===== src/rtl/switch_pkg.sv =====
// switch_pkg: shared definitions for the 3x3 crossbar scheduler.
//   NUM_PORTS        number of inputs and outputs
//   port_idx_t       2-bit port index, 0 = none, 1..3 = port
//   DEST_*/LEN_*     header field positions (dest = [1:0], beat count L = [5:2])
//   out_state_t      per-output FSM state
package switch_pkg;

    localparam int NUM_PORTS = 3;

    typedef logic [1:0] port_idx_t;
    localparam port_idx_t PORT_NONE = 2'd0;

    localparam int DEST_LSB = 0;
    localparam int DEST_MSB = 1;
    localparam int LEN_LSB  = 2;
    localparam int LEN_MSB  = 5;
    localparam int LEN_W    = LEN_MSB - LEN_LSB + 1;

    // Holds L+1, so one bit wider than the length field.
    localparam int BEATS_W  = LEN_W + 1;

    typedef enum logic {
        ST_IDLE = 1'b0,
        ST_XFER = 1'b1
    } out_state_t;

endpackage


===== src/rtl/rr_arbiter3.sv =====
// rr_arbiter3: combinational 3-way round-robin pick.
//   req    in  3  request vector, bit 0 = input 1
//   ptr    in  2  last winner (1..3); search starts at ptr+1 and wraps 3 -> 1
//   winner out 2  granted input index, 0 when nothing requests
module rr_arbiter3
    import switch_pkg::*;
(
    input  logic [NUM_PORTS-1:0] req,
    input  port_idx_t            ptr,
    output port_idx_t            winner
);

    always_comb begin
        winner = PORT_NONE;
        case (ptr)
            2'd1: begin
                if      (req[1]) winner = 2'd2;
                else if (req[2]) winner = 2'd3;
                else if (req[0]) winner = 2'd1;
            end
            2'd2: begin
                if      (req[2]) winner = 2'd3;
                else if (req[0]) winner = 2'd1;
                else if (req[1]) winner = 2'd2;
            end
            default: begin
                if      (req[0]) winner = 2'd1;
                else if (req[1]) winner = 2'd2;
                else if (req[2]) winner = 2'd3;
            end
        endcase
    end

endmodule


===== src/rtl/rr_xbar_scheduler.sv =====
// rr_xbar_scheduler: 3x3 packet crossbar scheduler over show-ahead input FIFOs.
// Each output runs an IDLE/XFER FSM with its own round-robin pointer; a granted
// input is locked until its packet (header + L payload beats) has been popped.
//   clk, reset          clock, asynchronous active-high reset
//   data1..3, empty1..3 FIFO head words and empty flags
//   rdreq1..3           FIFO pops (combinational from state and empty)
//   sel1..3             input feeding each output (0 = none), registered
//   en1..3              output write strobes
//   busy1..3            output owned by a packet
//   pkt_cnt1..3         saturating completed-packet counters, present only
//                       when SCHED_STATS_EN is defined
module rr_xbar_scheduler
    import switch_pkg::*;
(
    input  logic       clk,
    input  logic       reset,
    input  logic [7:0] data1,
    input  logic [7:0] data2,
    input  logic [7:0] data3,
    input  logic       empty1,
    input  logic       empty2,
    input  logic       empty3,
    output logic       rdreq1,
    output logic       rdreq2,
    output logic       rdreq3,
    output logic [1:0] sel1,
    output logic [1:0] sel2,
    output logic [1:0] sel3,
    output logic       en1,
    output logic       en2,
    output logic       en3,
    output logic       busy1,
    output logic       busy2,
    output logic       busy3
`ifdef SCHED_STATS_EN
    ,
    output logic [15:0] pkt_cnt1,
    output logic [15:0] pkt_cnt2,
    output logic [15:0] pkt_cnt3
`endif
);

    logic [7:0]           data_a  [NUM_PORTS];
    logic [NUM_PORTS-1:0] empty_v;
    logic [1:0]           unused_hdr_bits;

    out_state_t           state_q [NUM_PORTS];
    port_idx_t            sel_q   [NUM_PORTS];
    port_idx_t            ptr_q   [NUM_PORTS];
    logic [BEATS_W-1:0]   beats_q [NUM_PORTS];

    logic [NUM_PORTS-1:0] locked;
    logic [NUM_PORTS-1:0] req     [NUM_PORTS];
    port_idx_t            winner  [NUM_PORTS];
    logic [LEN_W-1:0]     win_len [NUM_PORTS];
    logic [NUM_PORTS-1:0] en_v;
    logic [NUM_PORTS-1:0] rdreq_v;
    logic [NUM_PORTS-1:0] done_v;

    assign data_a[0] = data1;
    assign data_a[1] = data2;
    assign data_a[2] = data3;
    assign empty_v   = {empty3, empty2, empty1};
    assign unused_hdr_bits = {^{data1[7:6], data2[7:6]}, ^data3[7:6]};

    // An input is locked while any output is transferring from it, so its
    // payload words are never decoded as headers.
    always_comb begin
        locked = '0;
        for (int n = 0; n < NUM_PORTS; n++) begin
            for (int m = 0; m < NUM_PORTS; m++) begin
                if (state_q[m] == ST_XFER && sel_q[m] == port_idx_t'(n + 1))
                    locked[n] = 1'b1;
            end
        end
    end

    // Request matrix; destination 0 matches no output and so is never granted.
    always_comb begin
        for (int m = 0; m < NUM_PORTS; m++) begin
            req[m] = '0;
            for (int n = 0; n < NUM_PORTS; n++) begin
                req[m][n] = !empty_v[n] && !locked[n] &&
                            (data_a[n][DEST_MSB:DEST_LSB] == port_idx_t'(m + 1));
            end
        end
    end

    genvar g;
    generate
        for (g = 0; g < NUM_PORTS; g++) begin : g_arb
            rr_arbiter3 u_arb (
                .req    (req[g]),
                .ptr    (ptr_q[g]),
                .winner (winner[g])
            );
        end
    endgenerate

    // Length field of each output's winner, and the strobe/pop fan-out.
    always_comb begin
        en_v    = '0;
        rdreq_v = '0;
        for (int m = 0; m < NUM_PORTS; m++) begin
            win_len[m] = '0;
            for (int n = 0; n < NUM_PORTS; n++) begin
                if (winner[m] == port_idx_t'(n + 1))
                    win_len[m] = data_a[n][LEN_MSB:LEN_LSB];
                if (state_q[m] == ST_XFER && sel_q[m] == port_idx_t'(n + 1) && !empty_v[n]) begin
                    en_v[m]    = 1'b1;
                    rdreq_v[n] = 1'b1;
                end
            end
            done_v[m] = en_v[m] && (beats_q[m] == BEATS_W'(1));
        end
    end

    // Output FSMs: grant on the IDLE edge, count pops in XFER, release on the
    // last pop. The release edge leaves one idle cycle before the next grant.
    always_ff @(posedge clk or posedge reset) begin
        if (reset) begin
            for (int m = 0; m < NUM_PORTS; m++) begin
                state_q[m] <= ST_IDLE;
                sel_q[m]   <= PORT_NONE;
                ptr_q[m]   <= 2'd3;
                beats_q[m] <= '0;
            end
        end else begin
            for (int m = 0; m < NUM_PORTS; m++) begin
                case (state_q[m])
                    ST_IDLE: begin
                        if (winner[m] != PORT_NONE) begin
                            state_q[m] <= ST_XFER;
                            sel_q[m]   <= winner[m];
                            ptr_q[m]   <= winner[m];
                            beats_q[m] <= {1'b0, win_len[m]} + BEATS_W'(1);
                        end
                    end
                    ST_XFER: begin
                        if (done_v[m]) begin
                            state_q[m] <= ST_IDLE;
                            sel_q[m]   <= PORT_NONE;
                            beats_q[m] <= '0;
                        end else if (en_v[m]) begin
                            beats_q[m] <= beats_q[m] - BEATS_W'(1);
                        end
                    end
                    default: state_q[m] <= ST_IDLE;
                endcase
            end
        end
    end

`ifdef SCHED_STATS_EN
    logic [15:0] pkt_cnt_q [NUM_PORTS];

    always_ff @(posedge clk or posedge reset) begin
        if (reset) begin
            for (int m = 0; m < NUM_PORTS; m++) pkt_cnt_q[m] <= '0;
        end else begin
            for (int m = 0; m < NUM_PORTS; m++) begin
                if (done_v[m] && pkt_cnt_q[m] != 16'hFFFF)
                    pkt_cnt_q[m] <= pkt_cnt_q[m] + 16'd1;
            end
        end
    end

    assign pkt_cnt1 = pkt_cnt_q[0];
    assign pkt_cnt2 = pkt_cnt_q[1];
    assign pkt_cnt3 = pkt_cnt_q[2];
`endif

    assign {rdreq3, rdreq2, rdreq1} = rdreq_v;
    assign {en3, en2, en1}          = en_v;
    assign sel1  = sel_q[0];
    assign sel2  = sel_q[1];
    assign sel3  = sel_q[2];
    assign busy1 = (state_q[0] == ST_XFER);
    assign busy2 = (state_q[1] == ST_XFER);
    assign busy3 = (state_q[2] == ST_XFER);

endmodule

===== config.mk =====
export PLATFORM = sky130hd
export DESIGN_NAME = rr_xbar_scheduler
export DESIGN_NICKNAME = d
export VERILOG_FILES = /design/src/rtl/switch_pkg.sv /design/src/rtl/rr_arbiter3.sv /design/src/rtl/rr_xbar_scheduler.sv
export SDC_FILE = /design/constraint.sdc
export NUM_CORES = 1
export LEC_CHECK = 0
export ABC_CLOCK_PERIOD_IN_PS = 3650
export BUFFER_PORTS_ARGS = -buffer_cell sky130_fd_sc_hd__buf_2
export CAP_MARGIN = 20
export CORE_ASPECT_RATIO = 1.5
export CORE_UTILIZATION = 57
export DETAILED_ROUTE_END_ITERATION = 10
export MAX_ROUTING_LAYER = met4
export PLACE_DENSITY = 0.81
export SETUP_SLACK_MARGIN = 0.02
export SYNTH_ARGS = -nofsm -noshare
export SYNTH_HDL_FRONTEND = slang
export SYNTH_SLANG_ARGS = --single-unit
export TNS_END_PERCENT = 20

===== constraint.sdc =====
create_clock -name clk -period 3.65 [get_ports clk]
set_clock_uncertainty 0.15 [all_clocks]
set_input_delay 0.1825 -clock clk [delete_from_list [all_inputs] [get_ports clk]]
set_output_delay 0.1825 -clock clk [all_outputs]
set_load 0.01 [all_outputs]

==> reports/metrics.cfg, run 1 <==
[timing]
fmax_ghz=0.318
min_period_over_period_pct=86.1
finalHoldViolCount=0
final-max-slew-violation-count=0
period_needed_ns=3.14
final.setup.tns_ns=0
final-setup-viol-count=0
slew_headroom_pct=53.3
grt_setup_unrepaired=false
tightest_slew_ns=0.700

[route]
wire_per_inst_um=14.6
first_iter_violations=101
route.vias.total=2383
drc=0
dr.pass1.iters=4
ant_nets=0
viasPerCell=6.14
routed_wl_mm=5.67

[placed_design]
io_buffers=37
gp_routability_congestion=0.901
hpwl_mm=4.40
dpl_cell_area_um2=2740

[cells_and_area]
layout.nets=386
n_fill_cell=367
layout.area.seq_um2=758
final_cell_mix=37 x buf_2, 30 x o21ai_0, 26 x nor2_1, 26 x inv_1
postLayoutCellArea_um2=2840
drive_gt1_share_pct=18.1
final_common_cell=buf_2
fin_util_pct=67.4
multiInputGateArea_um2=1610
area_delta_synth_final_pct=13.1
antenna-diode-count=0

[synthesis]
netlist_area_um2=2510
synthFlopType=dfrtp_1
synth_fp_nets=346
synth-warning-count=0
postSynth.asyncResetShare_pct=100
synth.top_cell.area_share_pct=24.0
synth_top_area_cell=dfrtp_1
synth-edff-count=0
synthDistinctLibCells=54
synth_seq_cells=30
postSynthAreaPerCell_um2=8.30
synthTopCellsByArea=dfrtp_1 24%, ha_1 7.5%, dfstp_2 6.3%
yosysSeqAreaShare_pct=30.2
synth_cells=302

[clock_tree]
cts_tree=built
clock_latency_ns=0.28
htree_levels=2
cts_num_sinks=30
path_clk_slew_ns=0.06
root_buffer=clkbuf_8
cts_setup_buffers=0
cts_buffers=5
clockBufferDepth=2

[pwr]
internal-power_mw=1.13
combPwrFrac_pct=56.2
leakage_nw=1.36
swShare_pct=45.4
pwr-share-clk_pct=12.9
p_switching_mw=0.944
irDropWorstVdd_mv=0.450
p_per_area_nw_per_um2=733
pwr-share-seq_pct=31.0

[worst_setup_path]
endpoint=beats_q[1]
startpoint_type=flip-flop
worstSetupEndpointType=flip-flop
worstPathMaxFanout=12
r2r_slack_ns=0.51
reg2reg_depth=10
setup.worst_path.start=busy2
arrival_ns=3.14
r2r-start=busy2
worstPathRequired_ns=3.65
crit_type=flip-flop to flip-flop
r2r-end=beats_q[1]

[floorplanning]
die_h_um=83.2
die_w_um=56.2
initial_core_util_pct=59.6
dieArea_um2=4670
core-area_um2=4210
pin_count=44
row_count=29

[job]
drv_cap=0

[global_route]
grt_pass1_wl_mm=9.60
grt_pass1_vias=2236
grt_max_degree=19
antenna_found_initial=0
gr-total-overflow=0
grt_usage_pct=25.9

[min_path]
worst_hold_path_type=input port to flip-flop
holdPathStages=4

[status]
outcome=finished clean

==> sequential cells by signal, summed over array words and instances (netlist names) <==
| register | flops |
|---|---|
| ptr_q | 6 |
| sel2 | 2 |
| sel1 | 2 |
| beats_q | 15 |
| sel3 | 2 |
| busy1 | 1 |
| busy2 | 1 |
| busy3 | 1 |
==> worst min path at each step <==
stage / startpoint / end / slack (ns)
2_1_floorplan: reset / beats_q[0] / 0.12
3_3_place_gp: reset / beats_q[10] / 0.17
3_5_place_dp: reset / beats_q[3] / 0.18
4_1_cts: data2[5] / beats_q[3] / 0.25
5_1_grt: data2[5] / beats_q[4] / 0.30
6_report: data2[5] / beats_q[3] / 0.26
==> power by group through the flow <==
stage          Combinational [mW]  Sequential [mW]  Clock (mW)
2_1_floorplan               0.903            0.621           0
3_3_place_gp                 1.13            0.637           0
3_5_place_dp                 1.17            0.646           0
4_1_cts                      1.17            0.641       0.271
5_1_grt                      1.32            0.669       0.283
6_report                     1.17            0.643       0.267
==> worst max-delay path, stage by stage (launching register included) <==
cell,delay (ns)
dfrtp_1,0.51
and3b_1,0.28
nor3_4,0.32
a31oi_1,0.19
o221ai_4,0.35
mux2i_1,0.23
a2bb2oi_1,0.34
inv_1,0.09
ha_1,0.27
a211oi_1,0.24
a21oi_1,0.06
==> layout make-up <==
| type | count | share of cell area, % |
|---|---|---|
| clock buffer | 7 | 3.05 |
| inverter | 26 | 3.44 |
| multi-input combinational | 237 | 56.8 |
| sequential | 30 | 26.7 |
| tap | 46 | 2.03 |
| timing repair buffer | 42 | 7.94 |
==> cells in the mapped netlist (2+ instances only) <==
| master | number |
|---|---|
| o21ai_1 | 7 |
| a2bb2oi_1 | 3 |
| a41oi_1 | 3 |
| nand2b_1 | 4 |
| xor2_1 | 5 |
| nor2_1 | 26 |
| nor3b_1 | 5 |
| ha_1 | 15 |
| o21ai_0 | 30 |
| mux2i_1 | 15 |
| o22ai_1 | 2 |
| buf_2 | 3 |
| dfrtp_1 | 24 |
| inv_1 | 26 |
| nor3_1 | 9 |
| o211a_1 | 2 |
| o21ai_2 | 2 |
| nor2b_1 | 4 |
| a21o_1 | 3 |
| a21oi_1 | 14 |
| and3_1 | 4 |
| and3b_1 | 4 |
| and2_1 | 2 |
| o2bb2ai_1 | 7 |
| clkbuf_1 | 5 |
| a31oi_1 | 4 |
| a211o_1 | 2 |
| dfstp_2 | 6 |
| xnor2_1 | 3 |
| or3_1 | 2 |
| nor4_1 | 2 |
| nand3b_1 | 3 |
| nand2_1 | 24 |
| a211oi_1 | 5 |
| nand4_1 | 3 |
| nand3_1 | 6 |
==> kinds of logic after synthesis <==
group	count (synthesis)	synth area share, %
buf+inv	35	5.54
compound gates	93	24.9
fa+ha+maj	15	7.49
xor+xnor	8	2.79
flops	30	30.2
simple gates	106	23.1
mux	15	5.99
==> through the flow <==
stage	worst slack [ns]	total power, mW	hold slack [ns]	cells
after floorplan	0.802	1.52	0.119	302
after global placement	0.584	1.77	0.171	380
after detailed placement	0.508	1.81	0.175	380
after CTS	0.510	2.09	0.248	388
after global routing	0.275	2.27	0.296	388
final	0.507	2.08	0.263	388
==> what timing repair did <==
action | in CTS | in global routing
setup endpoints to repair | 0 | 0
hold buffers | 1 | 0
endpoints found under the hold margin | 15 | 0
gates resized for setup | 0 | 0
==> layer usage <==
| layer | global-route usage, % | up-vias | part of all wire [%] | wire length (µm) |
|---|---|---|---|---|
| li1 | - | 1177 | - | - |
| met1 | 29.6 | 1147 | 43 | 2410 |
| met2 | 46.0 | 50 | 53 | 2980 |
| met3 | 2.65 | 9 | 2.9 | 163 |
| met4 | 9.53 | 0 | 2.0 | 112 |
| met5 | - | - | 0 | 0 |
No activity file was read; power rests on OpenSTA's default activity.
==> inputs of run 2 (changes only) <==
ABC_AREA = 1   (was unset)
CORE_UTILIZATION = 58   (was 57)
==> run 2 against run 1 <==
Effect of this change:
- clock power is 4% higher
- critical endpoint unchanged
- die area increased by 14%
- critical path type unchanged
- synthesized cell count up 44%
- fmax is 19% higher
- sequential cell count is the same
- setup slack gained 0.50 ns
==> reports/metrics.cfg, run 2 <==
[clock_tree]
root_buffer=clkbuf_8
cts_tree=built
path_clk_slew_ns=0.07
clockBufferDepth=2
clock_latency_ns=0.28
cts_buffers=5
cts_setup_buffers=0
cts_num_sinks=30
htree_levels=2

[route]
viasPerCell=5.37
route.vias.total=2927
drc=0
ant_nets=0
dr.pass1.iters=6
first_iter_violations=191
wire_per_inst_um=12.8
routed_wl_mm=6.96

[job]
drv_cap=0

[placed_design]
io_buffers=37
place_inst=536
gp_routability_congestion=0.947
hpwl_mm=5.66

[cells_and_area]
n_fill_cell=433
antenna-diode-count=0
drive_gt1_share_pct=20.5
fin_util_pct=67.4
largest_register=beats_q
multiInputGateArea_um2=1840
final_cells=545
final_common_cell=nand2_1
layout.nets=522
final_cell_mix=105 x nand2_1, 76 x inv_1, 65 x nand3_1
top_regs=beats_q: 15 flops, ptr_q: 6 flops
layout.area.seq_um2=758
area_delta_synth_final_pct=11.9
largest_register_ffs=15

[synthesis]
netlist_area_um2=2920
yosysMostFrequentCell=nand2_1
synth-edff-count=0
synthFlopType=dfrtp_1
synth_fp_nets=479
synthDistinctLibCells=28
synthTopCellsByArea=dfrtp_1 21%, nand2_1 13%, nand3_1 11%
postSynth.asyncResetShare_pct=100
synth_common_cells=105 x nand2_1, 76 x inv_1, 65 x nand3_1
postSynthAreaPerCell_um2=6.72
synth_cells=435
synth_seq_cells=30
synth-warning-count=0
yosysSeqAreaShare_pct=25.9
synth_top_area_cell=dfrtp_1
synth.top_cell.area_share_pct=20.5

[pwr]
irDropWorstVdd_mv=0.453
p_per_area_nw_per_um2=799
leakage_nw=1.78
p_total_mw=2.61

[timing]
slew_headroom_pct=65.7
final-setup-viol-count=0
finalHoldViolCount=0
fin_hold_ws_ns=0.213
min_period_over_period_pct=72.5
period_needed_ns=2.65
final-max-slew-violation-count=0
fmax_ghz=0.378
tightest_slew_ns=0.515
grt_setup_unrepaired=false
final.setup.tns_ns=0

[worst_setup_path]
setup.worst_path.start=busy2
crit_type=flip-flop to flip-flop
startpoint_type=flip-flop
worstPathMaxFanout=13
worstSetupEndpointType=flip-flop
r2r-start=busy2
worstPathRequired_ns=3.66
arrival_ns=2.65

[global_route]
gr-total-overflow=0
grt_pass1_wl_mm=11.6
grt_max_degree=31
grt_pass1_vias=2856
grt_usage_pct=29.6
antenna_found_initial=0

[floorplanning]
dieArea_um2=5330
initial_core_util_pct=60.3
die_w_um=60.0
pin_count=44
core-area_um2=4850
die_h_um=88.9
row_count=31

[min_path]
min-delay-start=data2[2]
worst_hold_path_type=input port to flip-flop

[status]
outcome=finished clean

[run 2: what timing repair did]
action                    4_1_cts  5_1_grt
hold endpoints to repair       24        0
resized for setup               0        0
hold buffers                    1        0
[run 2: metrics by stage]
stage          setup slack [ns]  area, µm²
2_1_floorplan              1.38       2920
3_3_place_gp               1.06       3160
3_5_place_dp               1.04       3160
4_1_cts                    1.00       3270
6_report                   1.00       3270
5_1_grt                   0.717       3270
[run 2: power breakdown]
group          leakage (nW)  internal (mW)  total (mW)  switching [mW]
Sequential            0.340          0.520       0.706           0.186
Clock                0.0472          0.151       0.279           0.127
Combinational          1.39          0.587        1.63            1.04
Total                  1.78           1.26        2.61            1.35
[run 2: per-layer routing]
metal | vias up | GRT usage [%] | part of all wire, %
li1 | 1480 | - | -
met1 | 1339 | 29.9 | 38
met2 | 84 | 53.1 | 53
met3 | 24 | 4.63 | 4.5
met4 | 0 | 16.3 | 4.2
met5 | - | - | 0
[run 2: cell type report]
class                           count  share of cell area (%)
Clock buffer                        6                    2.53
Clock inverter                      2                   0.383
Inverter                           78                    9.03
Multi-Input combinational cell    324                    56.1
Sequential cell                    30                    23.2
Tap cell                           66                    2.53
Timing Repair Buffer               39                    6.20
[run 2: critical path: stages (launching register included)]
cell and delay, ns:
dfrtp_1 0.66, nand2_1 0.10, nor2_1 0.23, nor2_4 0.07
nand3_2 0.09, nand3_1 0.07, nand2_1 0.08, nand2_2 0.13
nand2_4 0.13, nand3_1 0.08, nand2_1 0.12, inv_1 0.06
ha_1 0.28, o211ai_1 0.15, o21ai_0 0.12
[run 2: final timing paths]
check / endpoint / slack, ns / depth (start not counted)
setup / recovery: beats_q[1] / 1.00 / 14
hold / removal: beats_q[10] / 0.21 / 6
setup reg to reg: beats_q[1] / 1.00 / 14
hold reg to reg: ptr_q[1] / 0.37 / 2
max in group asynchronous: ptr_q[4] / 2.65 / 4
min in group asynchronous: beats_q[12] / 0.37 / 4
[run 2: cells by family after synthesis]
kind of cell,Yosys count,share of synthesized area (%)
xor+xnor,10,3.00
buf+inv,81,11.3
flops,30,25.9
simple gates,263,45.8
compound gates,36,7.53
fa+ha+maj,15,6.42
==> inputs of run 3 (changes only) <==
ABC_CLOCK_PERIOD_IN_PS = 2200   (was 3650)
CORE_UTILIZATION = 52   (was 58)
PLACE_DENSITY = 0.77   (was 0.81)
clock period = 2.2 ns   (was 3.65 ns; I/O delays follow)
==> run 3 against run 2 <==
Effect of this change:
- the flow now finishes with violations (negative setup slack)
- routed wire length grew 23%
- cell area up 19%
- sequential cell count unchanged
- largest cell class unchanged
- register-to-register slack lost 1.2 ns
- clock power up 93%
- via count rose by 8.6%
- first-iteration DRC count up 12%
- hold slack got worse by 0.0095 ns
- global-route usage rose by 0.78 points
- largest power group unchanged
==> reports/metrics.cfg, run 3 (synthesized netlist as in run 2, its figures left out) <==
[status]
outcome=complete, but fails checks
violations=negative setup slack

[cells_and_area]
final_cell_mix=95 x nand2_1, 65 x inv_1, 55 x nand3_1
area_delta_synth_final_pct=32.9
final_common_cell=nand2_1
fin_util_pct=71.3
layout.nets=571
postLayoutCellArea_um2=3880
top_regs=beats_q: 15 flops, ptr_q: 6 flops
largest_register=beats_q
antenna-diode-count=0
drive_gt1_share_pct=38.4
largest_register_ffs=15

[floorplanning]
pin_count=44
core-area_um2=5450
die_w_um=63.2
die_h_um=93.8
dieArea_um2=5930
row_count=33
initial_core_util_pct=53.6

[global_route]
grt_max_degree=31
grt_usage_pct=30.4
antenna_found_initial=0
grt_pass1_vias=3071
gr-total-overflow=0
grt_pass1_wl_mm=13.6

[pwr]
pwr-share-clk_pct=10.0
combPwrFrac_pct=68.1
p_switching_mw=2.66
leakage_nw=2.05
swShare_pct=49.1
irDropWorstVdd_mv=0.693
p_per_area_nw_per_um2=1390
pwr-share-seq_pct=22.0
internal-power_mw=2.75

[timing]
final.setup.tns_ns=-1.06
grt_setup_unrepaired=true
fin_hold_ws_ns=0.203
tightest_slew_ns=0.419
final-setup-viol-count=12
fmax_ghz=0.414
finalHoldViolCount=0
slew_headroom_pct=72.1
min_period_over_period_pct=110
setup_ws_ns=-0.216
final-max-slew-violation-count=0
period_needed_ns=2.42

[placed_design]
dp_slack_ns=-0.183
gp_routability_congestion=0.933
hpwl_mm=6.44
dpl_cell_area_um2=3510
io_buffers=37

[clock_tree]
cts_tree=built
htree_levels=2
clock_latency_ns=0.29
clockBufferDepth=2
cts_buffers=5
cts_num_sinks=30
root_buffer=clkbuf_8
path_clk_slew_ns=0.07

[route]
ant_nets=0
routed_wl_mm=8.53
first_iter_violations=214
drc=0
wire_per_inst_um=14.3
route.vias.total=3180
viasPerCell=5.32
dr.pass1.iters=4

[job]
drv_cap=0

[worst_setup_path]
arrival_ns=2.43
worstSetupEndpointType=flip-flop
worstPathRequired_ns=2.21
reg2reg_depth=14
crit_type=flip-flop to flip-flop
startpoint_type=flip-flop
worstPathMaxFanout=6

[min_path]
worst_hold_path_type=input port to flip-flop
holdPathStages=7

run 3: cell type report:
type / count / area [µm²]
Multi-Input combinational cell: 324 / 2040
Fill cell: 454 / 1570
Sequential cell: 30 / 769
Timing Repair Buffer: 88 / 582
Inverter: 78 / 295
Clock buffer: 8 / 110
Tap cell: 70 / 87.6
run 3: metrics by stage:
step	total power [mW]	instances
3_3_place_gp	4.22	582
3_5_place_dp	4.34	582
6_report	5.41	598
5_1_grt	5.87	598
4_1_cts	5.17	595
2_1_floorplan	3.30	435
run 3: path summary, 6_finish.rpt:
kind                          start          end  slack (ns)
min in group asynchronous     reset  beats_q[11]        0.29
hold reg to reg            ptr_q[4]     ptr_q[4]        0.38
hold / removal             data2[5]   beats_q[9]        0.20
max in group asynchronous     reset     ptr_q[0]        1.27
setup / recovery            sel2[1]   beats_q[1]       -0.22
setup reg to reg            sel2[1]   beats_q[1]       -0.22
run 3: metal layers:
metal  up-vias  global-route usage [%]  share of wire [%]
met5         -                       -                  0
met4         0                    21.4                7.0
met3        45                    3.28                4.2
met2       101                    54.7                 53
met1      1462                    30.3                 36
li1       1572                       -                  -
run 3: power by group through the flow:
stage                     combinational [mW]  clock [mW]  sequential (mW)
final                                   3.68       0.539             1.19
after global routing                    4.08       0.570             1.22
after CTS                               3.45       0.552             1.16
after detailed placement                3.20           0             1.14
after global placement                  3.11           0             1.11
after floorplan                         2.20           0             1.10
run 3: repair_timing:
item | CTS | global route
buffers inserted | 4 | 3
hold buffers | 1 | 0
resized for setup | 34 | 33
hold endpoints to repair | 24 | 0
pin swaps | 14 | 14
endpoints found under the setup margin | 16 | 22
run 3: worst max-delay path: stages, from the launching register on:
cell      delay, ns
dfrtp_2        0.47
nand3_2        0.12
nand3_2        0.10
nor2_4         0.13
nand3_2        0.12
nand2_2        0.10
nand2_2        0.07
nor2_4         0.15
nand2_1        0.08
nand2_1        0.07
nand2_2        0.06
inv_1          0.07
ha_2           0.26
o211ai_1       0.21
o21ai_1        0.11
